<file path="src/rtl/hb_down2.sv">
// hb_down2: half-band FIR decimate-by-2 with symmetric pre-add, shift-only
// center tap, full-precision accumulation, floor scaling and saturation.
// Fixed six-stage pipeline: delay line, pre-add, multiply, sum, saturate, output.
module hb_down2 #(
  parameter int unsigned XIN_WIDTH      = 16,
  parameter int unsigned COE_WIDTH      = 16,
  parameter int unsigned NUM_UNIQUE_COE = 5,
  parameter int          COE_NUMS [NUM_UNIQUE_COE] = '{952, -1609, 3090, -6260, 20622},
  parameter int unsigned YOUT_WIDTH     = 16,
  parameter int unsigned SRA_BITS       = 15
) (
  input  logic                         clk,
  input  logic                         rst,
  input  logic signed [XIN_WIDTH-1:0]  xin0,
  input  logic signed [XIN_WIDTH-1:0]  xin1,
  input  logic                         xin_valid,
  output logic signed [YOUT_WIDTH-1:0] yout,
  output logic                         yout_valid,
  output logic                         ovf
);

  localparam int unsigned N      = NUM_UNIQUE_COE;
  localparam int unsigned PA_W   = XIN_WIDTH + 1;
  localparam int unsigned PROD_W = PA_W + COE_WIDTH;
  localparam int unsigned CTR_W  = XIN_WIDTH + SRA_BITS;
  localparam int unsigned BASE_W = (PROD_W > CTR_W) ? PROD_W : CTR_W;
  localparam int unsigned ACC_W  = BASE_W + $clog2(N + 1) + 1;

  localparam logic signed [ACC_W-1:0] Y_MAX = ACC_W'({1'b0, {(YOUT_WIDTH-1){1'b1}}});
  localparam logic signed [ACC_W-1:0] Y_MIN = ~Y_MAX;

  // Odd history d1[0] is the newest xin1; even history d0[N-1] feeds the center tap.
  logic signed [XIN_WIDTH-1:0]  d1 [2*N];
  logic signed [XIN_WIDTH-1:0]  d0 [N];
  logic signed [PA_W-1:0]       pa [N];
  logic signed [PROD_W-1:0]     prod [N];
  logic signed [COE_WIDTH-1:0]  coe [N];
  logic signed [XIN_WIDTH-1:0]  c2;
  logic signed [XIN_WIDTH-1:0]  c3;
  logic signed [ACC_W-1:0]      acc;
  logic signed [ACC_W-1:0]      acc_nxt;
  logic signed [ACC_W-1:0]      scaled;
  logic signed [YOUT_WIDTH-1:0] sat_y;
  logic signed [YOUT_WIDTH-1:0] sat_nxt;
  logic                         sat_o;
  logic                         ovf_nxt;
  logic [4:0]                   vpipe;

  // Coefficient table at the configured coefficient width.
  always_comb begin
    for (int unsigned i = 0; i < N; i++) begin
      coe[i] = COE_WIDTH'(COE_NUMS[i]);
    end
  end

  // Delay lines advance only on qualified pairs.
  always_ff @(posedge clk or posedge rst) begin
    if (rst) begin
      for (int unsigned i = 0; i < 2*N; i++) d1[i] <= '0;
      for (int unsigned i = 0; i < N; i++)   d0[i] <= '0;
    end else if (xin_valid) begin
      d1[0] <= xin1;
      d0[0] <= xin0;
      for (int unsigned i = 1; i < 2*N; i++) d1[i] <= d1[i-1];
      for (int unsigned i = 1; i < N; i++)   d0[i] <= d0[i-1];
    end
  end

  // Pre-add symmetric odd taps, multiply by unique coefficient, carry center sample.
  always_ff @(posedge clk or posedge rst) begin
    if (rst) begin
      for (int unsigned i = 0; i < N; i++) begin
        pa[i]   <= '0;
        prod[i] <= '0;
      end
      c2 <= '0;
      c3 <= '0;
    end else begin
      for (int unsigned i = 0; i < N; i++) begin
        pa[i]   <= PA_W'(d1[i]) + PA_W'(d1[2*N-1-i]);
        prod[i] <= PROD_W'(pa[i]) * PROD_W'(coe[i]);
      end
      c2 <= d0[N-1];
      c3 <= c2;
    end
  end

  // Full-precision sum; the center tap weight is a power of two, so it is a shift.
  always_comb begin
    acc_nxt = ACC_W'(c3) <<< SRA_BITS;
    for (int unsigned i = 0; i < N; i++) begin
      acc_nxt = acc_nxt + ACC_W'(prod[i]);
    end
  end

  // Floor scaling and clamp to the output range.
  always_comb begin
    scaled  = acc >>> (SRA_BITS + 1);
    sat_nxt = YOUT_WIDTH'(scaled);
    ovf_nxt = 1'b0;
    if (scaled > Y_MAX) begin
      sat_nxt = YOUT_WIDTH'(Y_MAX);
      ovf_nxt = 1'b1;
    end else if (scaled < Y_MIN) begin
      sat_nxt = YOUT_WIDTH'(Y_MIN);
      ovf_nxt = 1'b1;
    end
  end

  // Sum and saturation pipeline registers.
  always_ff @(posedge clk or posedge rst) begin
    if (rst) begin
      acc   <= '0;
      sat_y <= '0;
      sat_o <= 1'b0;
    end else begin
      acc   <= acc_nxt;
      sat_y <= sat_nxt;
      sat_o <= ovf_nxt;
    end
  end

  // Valid pipeline tracks data through the first five stages.
  always_ff @(posedge clk or posedge rst) begin
    if (rst) vpipe <= '0;
    else     vpipe <= {vpipe[3:0], xin_valid};
  end

  // Output register loads only with a qualified result and holds otherwise.
  always_ff @(posedge clk or posedge rst) begin
    if (rst) begin
      yout       <= '0;
      ovf        <= 1'b0;
      yout_valid <= 1'b0;
    end else begin
      yout_valid <= vpipe[4];
      if (vpipe[4]) begin
        yout <= sat_y;
        ovf  <= sat_o;
      end
    end
  end

endmodule

</file>
<file path="config.mk">
export PLATFORM = sky130hd
export DESIGN_NAME = hb_down2
export DESIGN_NICKNAME = d
export VERILOG_FILES = /design/src/rtl/hb_down2.sv
export SDC_FILE = /design/constraint.sdc
export NUM_CORES = 2
export LEC_CHECK = 0
export CORE_ASPECT_RATIO = 0.8
export CORE_MARGIN = 2
export CORE_UTILIZATION = 30
export CTS_CLUSTER_SIZE = 30
export DETAILED_ROUTE_END_ITERATION = 8
export PLACE_DENSITY = 0.5
export RECOVER_POWER = 50
export SLEW_MARGIN = 5
export SYNTH_ARGS = -nofsm -noshare
export SYNTH_HDL_FRONTEND = slang
export SYNTH_SLANG_ARGS = --single-unit
</file>
<file path="constraint.sdc">
create_clock -name clk -period 46 [get_ports clk]
set_input_delay 9.2 -clock clk [delete_from_list [all_inputs] [get_ports clk]]
set_output_delay 9.2 -clock clk [all_outputs]
set_load 0.05 [all_outputs]
</file>
==> metrics <==
worst-path maximum fanout 93; CTS sink cnt 560; wire per inst 16.3 µm; Most used DFF post-synth dfrtp_1; clock skew 0.0303 ns; distinct cell type count after synthesis 75; CP Data Required Time 46.54 ns; total track usage 13.4%; chip height 347 µm; worst hold path class flip-flop to flip-flop; CP startpoint kind input port; Synth area leaders dfrtp_1, fa_1, ha_1, inv_1, mux2_2; die width 433 µm; Ports 53; Max Slew Vio Count 293; Final min period 16.52 ns; core area 0.146 mm²; FMAX 60.5 MHz; Mapped Area 0.0441 mm²; ys async rst share 100%; status finished with violations; DR iter-0 viols 1521; Initial Util 30.3%; reg2reg path depth 19; initial antenna violation count 7; top cells by count, synth inv_1, ha_1, dfrtp_1; CTS clk-pin slew, worst paths 0.06 ns; count leader, synth inv_1; Slew @ Worst Pin 5.70 ns; RSZ-0062 raised after global routing false; post-synth top area share 31.8%; Met2 Routed Length 39700 µm; WL met1 53100 µm; vias post-DR 27124; worst hold start c2[10]; port bufs 52; hold worst-path end c3[10]; Routed WL 98700 µm; die area 0.150 mm²; largest net degree at the start of global routing 154; post-synth top area cell dfrtp_1; Reg2Reg Setup Slack 39.95 ns; CP Capture Type flip-flop; drt drc 0; start of the worst register-to-register path pa[62]; Final #Nets 5078; TritonRoute pass-1 iters 6; crit path DAT 17.06 ns; Cell Rows 125; count of state elements after synthesis 560; proportion of layout cells with a drive suffix above 1 9.24%; CTS tree yes; Max Cap Viol 3; Post-synth EDFFs 0; Syn. warnings 0; GR Overflow Total 0; vias per cell 4.49; first-pass GRT wire length 159000 µm; crit share post-route 35.9%; Clock Path Buffers 3; # H-tree levels 2; met3 wire length 4710 µm; vias in the first global route 27646; Top Layer Used met4; Syn Area/Cell 11.1 µm²; setup bufs post-CTS 0; # hold bufs at CTS 0; WHS Path Cells 0; Skew-Pair Late Insertion Delay 0.66 ns; Final Setup Violations 0; worst setup path start xin_valid; Num CTS Buffers 59; reg2reg end prod[123]; PostCTS Resize Cnt 0; Seq/Total Area, Yosys 31.8%; Net Count, Synth 5007; Root Buffer clkbuf_16; post-route setup TNS 0 ns; Final ANT Viol Nets 0; Synth Instances 3957; hold violation total from the final report 0; Slew HR -280%; Final GP Congestion 0.848; Setup Crit Path Kind input port to flip-flop; violated checks capacitance limit, slew limit; Area Overhead vs Synth 10.8%; post-DP HPWL 81100 µm
## sequential cells by signal, indices dropped and copies added, names as in the netlist
signal and count:
d1 160, ovf 1, yout 16, vpipe 5
prod 143, c2 16, pa 85, acc 20
yout_valid 1, sat_y 16, d0 80, c3 16
sat_o 1
## critical path: stages
cell and delay, ns:
clkbuf_1 3.05, clkbuf_1 3.03, buf_4 1.19, mux2_2 0.42
## cells in the final DEF (no fill, tap or decap), types with 97 or more instances in the layout
cell	n
mux2_2	254
fa_1	437
nor2_1	146
o21ai_0	124
nand2_1	97
inv_1	804
dfrtp_1	560
ha_1	578
a21oi_1	158
xnor2_1	151
## final cells by class
type	instances	area (µm²)
clock buffer	77	1650
antenna	2	5.00
timing repair buffer	63	602
fill	14781	96700
inverter	805	3020
clock inverter	26	345
sequential	560	14000
tap	1968	2460
multi-input combinational	2539	26800
## per-stage QoR
stage / hold slack (ns) / util [%] / setup slack [ns] / area, µm² / std cells
floorplan: 0.331 / - / 21.14 / 44100 / 3957
global placement: 0.332 / 32.3 / 33.72 / 47000 / 5935
detailed placement: 0.335 / 32.3 / 33.70 / 47000 / 5935
CTS: 0.348 / 33.7 / 34.41 / 49000 / 6038
global route: 0.360 / 33.6 / 28.59 / 48900 / 6038
finish: 0.347 / 33.6 / 29.48 / 48900 / 6040
## routing by layer
metal | vias up | GRT usage, %
met5 | - | 0
met4 | 0 | 2.14
met3 | 81 | 2.54
met2 | 394 | 18.8
met1 | 13530 | 21.4
li1 | 13119 | -
## logic make-up after synthesis
family                     synth area share [%]
adders and majority gates                  36.2
DFF                                        31.8
and+or+nand+nor                            5.27
buffers and inverters                      7.30
xor gates and xnor gates                   4.11
AOI/OAI and AO/OA                          8.70
muxes                                      6.64
## worst max path at each step
stage	to	slack, ns	cells after the start
after floorplan	acc[16]	21.14	1
after global placement	pa[49]	33.72	4
after detailed placement	pa[48]	33.70	4
after CTS	pa[48]	34.41	4
after global routing	d1[92]	28.59	4
final	d1[59]	29.48	4
Power is not shown: default switching activity piles up to over one toggle a cycle in this logic, so the estimate is an artifact.
